$ cat config.mk
export PLATFORM = sky130hd
export DESIGN_NAME = rgb_stream_tx
export DESIGN_NICKNAME = d
export VERILOG_FILES = /design/src/rtl/rgb_stream_tx.sv
export SDC_FILE = /design/constraint.sdc
export NUM_CORES = 1
export LEC_CHECK = 0
export ABC_AREA = 1
export CELL_PAD_IN_SITES_DETAIL_PLACEMENT = 1
export CELL_PAD_IN_SITES_GLOBAL_PLACEMENT = 2
export CORE_MARGIN = 3
export CORE_UTILIZATION = 32
export CTS_CLUSTER_SIZE = 10
export DETAILED_ROUTE_END_ITERATION = 7
export PLACE_DENSITY = 0.81
export REMOVE_ABC_BUFFERS = 1
export SYNTH_ARGS = -nofsm -noshare
export SYNTH_HDL_FRONTEND = slang
export SYNTH_SLANG_ARGS = --single-unit
$ cat constraint.sdc
create_clock -name I_rgb_clk -period 3 [get_ports I_rgb_clk]
set_clock_uncertainty 0.2 [all_clocks]
set_input_delay 0.6 -clock I_rgb_clk [delete_from_list [all_inputs] [get_ports I_rgb_clk]]
set_output_delay 0.6 -clock I_rgb_clk [all_outputs]
set_load 0.1 [all_outputs]
$ cat src/rtl/rgb_stream_tx.sv
// RGB parallel video transmitter: free-running video timing, one buffer read per pixel batch, two-stage
// pipeline to the pins. Defining RGB_TX_PATTERN_EN adds I_pattern_en and an 8-bar color test pattern.
module rgb_stream_tx #(
  parameter int BATCH_SIZE    = 4,
  parameter int CHANNEL_COUNT = 3,
  parameter int H_ACTIVE      = 1920,
  parameter int H_FRONT       = 88,
  parameter int H_SYNC        = 44,
  parameter int H_BACK        = 148,
  parameter int V_ACTIVE      = 1080,
  parameter int V_FRONT       = 4,
  parameter int V_SYNC        = 5,
  parameter int V_BACK        = 36,
  parameter int ADDRESS_BITS  = $clog2(H_ACTIVE / BATCH_SIZE)
) (
  input  logic                                  I_rgb_clk,
  input  logic                                  I_rst_n,
  output logic [ADDRESS_BITS-1:0]               O_rd_address,
  output logic                                  O_rd_enable,
  input  logic [8*BATCH_SIZE*CHANNEL_COUNT-1:0] I_rd_data,
  output logic                                  O_rgb_de,
  output logic                                  O_rgb_hs,
  output logic                                  O_rgb_vs,
  output logic [CHANNEL_COUNT-1:0][7:0]         O_rgb_color,
  output logic                                  O_line_done,
  output logic                                  O_frame_start
`ifdef RGB_TX_PATTERN_EN
  ,
  input  logic                                  I_pattern_en
`endif
);

  localparam int H_TOTAL  = H_ACTIVE + H_FRONT + H_SYNC + H_BACK;
  localparam int V_TOTAL  = V_ACTIVE + V_FRONT + V_SYNC + V_BACK;
  localparam int HW       = $clog2(H_TOTAL);
  localparam int VW       = $clog2(V_TOTAL);
  localparam int WORDS    = H_ACTIVE / BATCH_SIZE;
  localparam int PW       = (BATCH_SIZE > 1) ? $clog2(BATCH_SIZE) : 1;
  localparam int HS_START = H_ACTIVE + H_FRONT;
  localparam int HS_END   = HS_START + H_SYNC;
  localparam int VS_START = V_ACTIVE + V_FRONT;
  localparam int VS_END   = VS_START + V_SYNC;

  // Buffer word viewed as [channel][pixel][bit]; pixel 0 of channel 0 sits in the LSB byte.
  typedef logic [CHANNEL_COUNT-1:0][BATCH_SIZE-1:0][7:0] word_t;

  typedef struct packed {
    logic de;
    logic hs;
    logic vs;
    logic frame_start;
    logic line_done;
  } ctl_t;

  logic [HW-1:0]           h_cnt_q, h_cnt_d;
  logic [VW-1:0]           v_cnt_q, v_cnt_d;
  logic [PW-1:0]           phase_q, phase_d;
  logic [ADDRESS_BITS-1:0] word_q, word_d;
  int                      h_pos, v_pos;
  logic                    h_active, v_active, rd_issue;

  ctl_t                    ctl_s1_d, ctl_s1_q, ctl_out_q;
  logic                    data_valid_q;
  word_t                   rd_word, src, hold_q, hold_d;
  logic [CHANNEL_COUNT-1:0][7:0] color_d, color_q;

  assign h_pos    = int'(h_cnt_q);
  assign v_pos    = int'(v_cnt_q);
  assign h_active = h_pos < H_ACTIVE;
  assign v_active = v_pos < V_ACTIVE;
  assign rd_word  = I_rd_data;

`ifdef RGB_TX_PATTERN_EN
  logic       pat_q, pat_eff, pat_s1_q;
  logic [2:0] bar, bar_s1_q;

  // The pattern choice is latched when the counters sit on pixel (0,0) and held for the whole frame.
  assign pat_eff = (h_cnt_q == '0 && v_cnt_q == '0) ? I_pattern_en : pat_q;
  assign bar     = 3'((h_pos * 8) / H_ACTIVE);
  assign rd_issue = I_rst_n && h_active && v_active && (phase_q == '0) && !pat_eff;
`else
  // Gated by reset so the strobe is low while the counters are parked at (0,0).
  assign rd_issue = I_rst_n && h_active && v_active && (phase_q == '0);
`endif

  assign O_rd_enable  = rd_issue;
  assign O_rd_address = word_q;

  // NOTE: every signal written in an always_comb gets a default first, so no latch is inferred.
  always_comb begin
    h_cnt_d = h_cnt_q + 1'b1;
    v_cnt_d = v_cnt_q;
    phase_d = phase_q;
    word_d  = word_q;
    if (h_cnt_q == HW'(H_TOTAL - 1)) begin
      h_cnt_d = '0;
      v_cnt_d = (v_cnt_q == VW'(V_TOTAL - 1)) ? '0 : v_cnt_q + 1'b1;
    end
    if (h_active) begin
      if (phase_q == PW'(BATCH_SIZE - 1)) begin
        phase_d = '0;
        word_d  = (word_q == ADDRESS_BITS'(WORDS - 1)) ? '0 : word_q + 1'b1;
      end else begin
        phase_d = phase_q + 1'b1;
      end
    end
  end

  always_comb begin
    ctl_s1_d             = '0;
    ctl_s1_d.de          = h_active && v_active;
    ctl_s1_d.hs          = (h_pos >= HS_START) && (h_pos < HS_END);
    ctl_s1_d.vs          = (v_pos >= VS_START) && (v_pos < VS_END);
    ctl_s1_d.frame_start = (h_cnt_q == '0) && (v_cnt_q == '0);
    ctl_s1_d.line_done   = (h_pos == H_ACTIVE) && v_active;
  end

  // A fresh word supplies pixel 0 directly; the rest of the batch shifts out of the holding register.
  always_comb begin
    color_d = '0;
    hold_d  = hold_q;
    src     = data_valid_q ? rd_word : hold_q;
    if (ctl_s1_q.de) begin
      for (int c = 0; c < CHANNEL_COUNT; c++) begin
        color_d[c] = src[c][0];
        for (int k = 0; k < BATCH_SIZE - 1; k++) begin
          hold_d[c][k] = src[c][k+1];
        end
        hold_d[c][BATCH_SIZE-1] = '0;
      end
`ifdef RGB_TX_PATTERN_EN
      if (pat_s1_q) begin
        for (int c = 0; c < CHANNEL_COUNT; c++) begin
          color_d[c] = ((c < 3) && bar_s1_q[2'(c)]) ? 8'hFF : 8'h00;
        end
      end
`endif
    end
  end

  // NOTE: non-blocking assignments so every register samples the values from before the edge.
  always_ff @(posedge I_rgb_clk or negedge I_rst_n) begin
    if (!I_rst_n) begin
      h_cnt_q <= '0;
      v_cnt_q <= '0;
      phase_q <= '0;
      word_q  <= '0;
    end else begin
      h_cnt_q <= h_cnt_d;
      v_cnt_q <= v_cnt_d;
      phase_q <= phase_d;
      word_q  <= word_d;
    end
  end

  always_ff @(posedge I_rgb_clk or negedge I_rst_n) begin
    if (!I_rst_n) begin
      ctl_s1_q     <= '0;
      ctl_out_q    <= '0;
      data_valid_q <= 1'b0;
      color_q      <= '0;
      // NOTE: the datapath holding register is reset too, so an aborted line cannot leak stale pixels.
      hold_q       <= '0;
    end else begin
      ctl_s1_q     <= ctl_s1_d;
      ctl_out_q    <= ctl_s1_q;
      data_valid_q <= rd_issue;
      color_q      <= color_d;
      hold_q       <= hold_d;
    end
  end

`ifdef RGB_TX_PATTERN_EN
  always_ff @(posedge I_rgb_clk or negedge I_rst_n) begin
    if (!I_rst_n) begin
      pat_q    <= 1'b0;
      pat_s1_q <= 1'b0;
      bar_s1_q <= '0;
    end else begin
      pat_q    <= pat_eff;
      pat_s1_q <= pat_eff;
      bar_s1_q <= bar;
    end
  end
`endif

  assign O_rgb_de      = ctl_out_q.de;
  assign O_rgb_hs      = ctl_out_q.hs;
  assign O_rgb_vs      = ctl_out_q.vs;
  assign O_line_done   = ctl_out_q.line_done;
  assign O_frame_start = ctl_out_q.frame_start;
  assign O_rgb_color   = color_q;

endmodule
-- Word-level counts from Yosys, hierarchy flattened
Cells that the tools add are included.
- add/sub/neg operators: 4
- $lt $le $gt $ge: 6
- multiplexer cells: 6
- eq/ne operators: 5
- reductions and logical operators: 12
- operators by type and width (operator ; number):
    two-way mux 96 bit ; 1
    == test 12 bit (second input constant) ; 2
    two-way mux 24 bit ; 1
    < comparator 11 bit (second input constant) ; 2
    adder 12 x 1 -> 12 bit (second input constant) ; 1
    >= comparator 12 x 11 -> 1 bit (second input constant) ; 1
    zero test 12 bit ; 1
    < comparator 12 x 11 -> 1 bit (second input constant) ; 1
    < comparator 12 bit (second input constant) ; 1
    two-way mux 12 bit ; 1
    adder 11 x 1 -> 11 bit (second input constant) ; 1
    == test 11 bit (second input constant) ; 1
    >= comparator 11 bit (second input constant) ; 1
    zero test 11 bit ; 1
    two-way mux 11 bit ; 1
    adder 9 x 1 -> 9 bit (second input constant) ; 1
    == test 9 bit (second input constant) ; 1
    two-way mux 9 bit ; 1
    logical AND 1 bit ; 8
    adder 2 x 1 -> 2 bit (second input constant) ; 1
    == test 2 bit (second input constant) ; 1
    zero test 2 bit ; 1
    two-way mux 2 bit ; 1
    AND reduction 2 bit ; 1
- register bits after elaboration: 141
- logic and storage cells: 60

-- Logic depth before layout (Yosys ltp)
- depth in word-level cells: 4
- gate-level depth with buffers: 9

-- Worst setup path after synthesis
OpenSTA, ideal clock, no wires.
- path type: flip-flop to output port
- start point: register h_cnt_q[8]
- end point: output O_rd_enable
- path slack: -69 ps
- buffers on the path: 0
- required time: 2200 ps
- stages on the path, launching flop included: 6
- arrival time: 2269 ps
- cells stage by stage: dfrtp_1 -> nand2_1 -> nor2_1 -> nor2_1 -> nand2_1 -> nor2_1
- cells in the longest elaborated chain, start to end: 4
- RTL lines (what ; RTL line ; source):
    start, declared ; 55 ; logic [HW-1:0] h_cnt_q, h_cnt_d;
    start signal, assigned ; 149 ; h_cnt_q <= h_cnt_d;
    < comparator 12 x 11 -> 1 bit ; 69 ; assign h_active = h_pos < H_ACTIVE;
    logical AND 1 bit (3 in series) ; 83 ; assign rd_issue = I_rst_n && h_active && v_active && (phase_q == '0);
    end, declared ; 19 ; output logic O_rd_enable,
Every way passes these cells.

-- Final worst setup path
- start point: register v_cnt_q[8]
- end point: output O_rd_enable
- cells in the longest elaborated chain, start to end: 3
- RTL lines (what ; RTL line ; source):
    start, declared ; 56 ; logic [VW-1:0] v_cnt_q, v_cnt_d;
    start signal, assigned ; 150 ; v_cnt_q <= v_cnt_d;
    < comparator 11 bit ; 70 ; assign v_active = v_pos < V_ACTIVE;
    logical AND 1 bit (2 in series) ; 83 ;
Every way passes these cells.

==> qor.csv <==
metric,value,unit
Seq. cell area,3530,sq um
#FFs+latches synth,141,
RSZ-0062 raised after global routing,no,
Final GP Congestion,0.820,
"Top FF cell, synth",dfrtp_1,
status,finished clean,
synth unique cells,34,
max cap viols,0,
# IOs,137,
Bufs on Longest Clock Path,2,
total gr overflow,0,
Post-synth EDFFs,0,
Final WS setup,0.208,ns
switching power share of the total,25.7,%
Slew headroom,34.8,%
Initial Utilization,32.8,%
CP Launch Type,flip-flop,
worst-skew pair later-pin latency,0.42,ns
n_diodes,0,
die height,148,microns
fin area,8520,sq um
Non-Filler Instances,1150,
largest net degree at the start of global routing,79,
combinational power share,9.8,%
# setup viols final,0,
Slew @ Worst Pin,0.977,ns
1st-pass router iterations,4,
share of cells above drive strength 1,10.4,%
Via density,4.83,
total power after layout,4.52,mW
initial antenna violation count,0,
final period utilization,93.1,%
ys async rst share,100,%
wire length of the first global-routing pass,30.0,mm
post-layout util,43.5,%
dpl hpwl,12.3,mm
# port buffers,136,
placed inst area,7910,sq um
Die Wd,148,microns
switching power total,1.16,mW
Pleak,3.92,nW
Routed Antenna Nets,0,
Num CTS Buffers,17,
Crit. End Element,output port,
area of the die,21800,sq um
min Tclk post-route,2.79,ns
Cells after Synth,752,
"top cells by count, synth","141 x dfrtp_1, 124 x nand2_1, 98 x inv_1",
placed cell count,1118,
register area share after synthesis,55.0,%
vias in the first global route,5910,
pre-CTS setup slack,0.513,ns
area taken by multi-input logic gates,2330,sq um
crit path max fanout,7,
Remaining DRCs,0,
setup TNS,0,ns
internal power,3.36,mW
synth-to-layout area growth,32.7,%
"Hold Violations, Final",0,
Cell Pwr Density,531,nW/um^2
sequential power share,42.7,%
Routed WL,17.8,mm
# clock sinks,141,
via count,5549,
nets,977,
"Avg Cell Area, Syn",8.53,sq um
"Data arrival, critical path",1.99,ns
hold crit path type,reg2reg,
Yosys top cell by area,dfrtp_1,
num rows,51,
post-CTS setup buffers,0,
clock tree from TritonCTS,done,
WL/cell,15.5,microns
Peak Freq,358,MHz
Ys Warns,0,
max-slew violation count,0,
top cell type's share of synthesized area,55.0,%
worst endpoint required time,2.20,ns
Area contributors post-synth,"dfrtp_1 55%, nand2_1 7.3%, o21ai_0 6.8%",
Clock power frac,47.4,%
Global Route Usage Sum,16.8,%
top-count cell post-synth,dfrtp_1,
Iter 0 DRT Violations,282,
worst hold slack,0.151,ns
peak supply drop,0.000412,V
core area,19600,sq um
Root Buffer,clkbuf_16,
fill count,2337,
Post-Synthesis Cell Area,6420,sq um
Crit Path Class,reg2out,
CTS H-Tree Depth,4,
"Clk pin slew, worst setup/hold paths",0.06,ns
## registers in the layout, indices dropped and copies added, names as in the netlist, 2 cells and up
name,count
O_rd_address,9
phase_q,2
O_rgb_color,24
ctl_s1_q,5
v_cnt_q,11
h_cnt_q,12
hold_q,72
## critical path, stage by stage (launching register included)
cell	delay (ns)
dfrtp_1	0.45
nor3_1	0.31
o211ai_1	0.19
nand2_1	0.10
nand2_1	0.08
nor2_2	0.23
buf_12	0.21
## path summary, 6_finish.rpt
path | end | slack [ns] | start | depth (start not counted)
min in group asynchronous | v_cnt_q[9] | 0.20 | I_rst_n | 2
worst max-delay path | O_rd_enable | 0.21 | v_cnt_q[8] | 6
max in group asynchronous | hold_q[84] | 1.73 | I_rst_n | 2
worst min register to register | O_rgb_vs | 0.15 | ctl_s1_q[2] | 0
worst min-delay path | O_rgb_vs | 0.15 | ctl_s1_q[2] | 0
worst max register to register | v_cnt_q[4] | 1.10 | h_cnt_q[0] | 8
## layout by cell type, fill, tap and decap left out, drive strengths merged, types with 2 or more instances in the layout
cell and n:
dfrtp 141, nand2 125, inv 108, clkdlybuf4s50 96, o21ai 89, nor2 75
nand3 58, buf 46, a21oi 26, o22ai 24, a31oi 24, clkbuf 17
nand4 12, nor3 9, xor2 8, ha 7, clkinv 4, or2 3
o31ai 2, o21bai 2, bufinv 2
## metal layers
layer	GRT usage (%)	vias to the layer above	wire, microns	part of all wire [%]
met5	0	-	0	0
met4	4.52	0	216	1.2
met3	3.74	17	832	4.7
met2	27.3	107	8400	47
met1	22.9	2720	8390	47
li1	-	2705	-	-
## what timing repair did
item,CTS,global route
endpoints found under the setup margin,0,1
resized for setup,0,2
hold endpoints to repair,0,0
hold buffers,0,0
## power groups by stage
| stage | clock [mW] | sequential [mW] | combinational [mW] |
|---|---|---|---|
| floorplan | 0 | 2.10 | 0.0840 |
| global placement | 0 | 1.97 | 0.445 |
| detailed placement | 0 | 1.97 | 0.451 |
| CTS | 2.20 | 1.93 | 0.454 |
| global route | 2.29 | 1.93 | 0.482 |
| finish | 2.14 | 1.93 | 0.445 |
## area by class of cell
cell class,instances,area share [%]
clock buffer,17,4.99
sequential,141,41.5
timing repair buffer,142,15.8
clock inverter,15,2.04
tap,265,3.89
inverter,100,4.41
multi-input combinational,470,27.4
## cells by family after synthesis
family / count (synthesis) / share of synthesized area, %
compound gates: 169 / 14.4
xor+xnor: 9 / 1.23
fa+ha+maj: 7 / 1.36
buf+inv: 141 / 8.78
flops: 141 / 55.0
simple gates: 285 / 19.2
No activity file was read; power rests on OpenSTA's default activity.
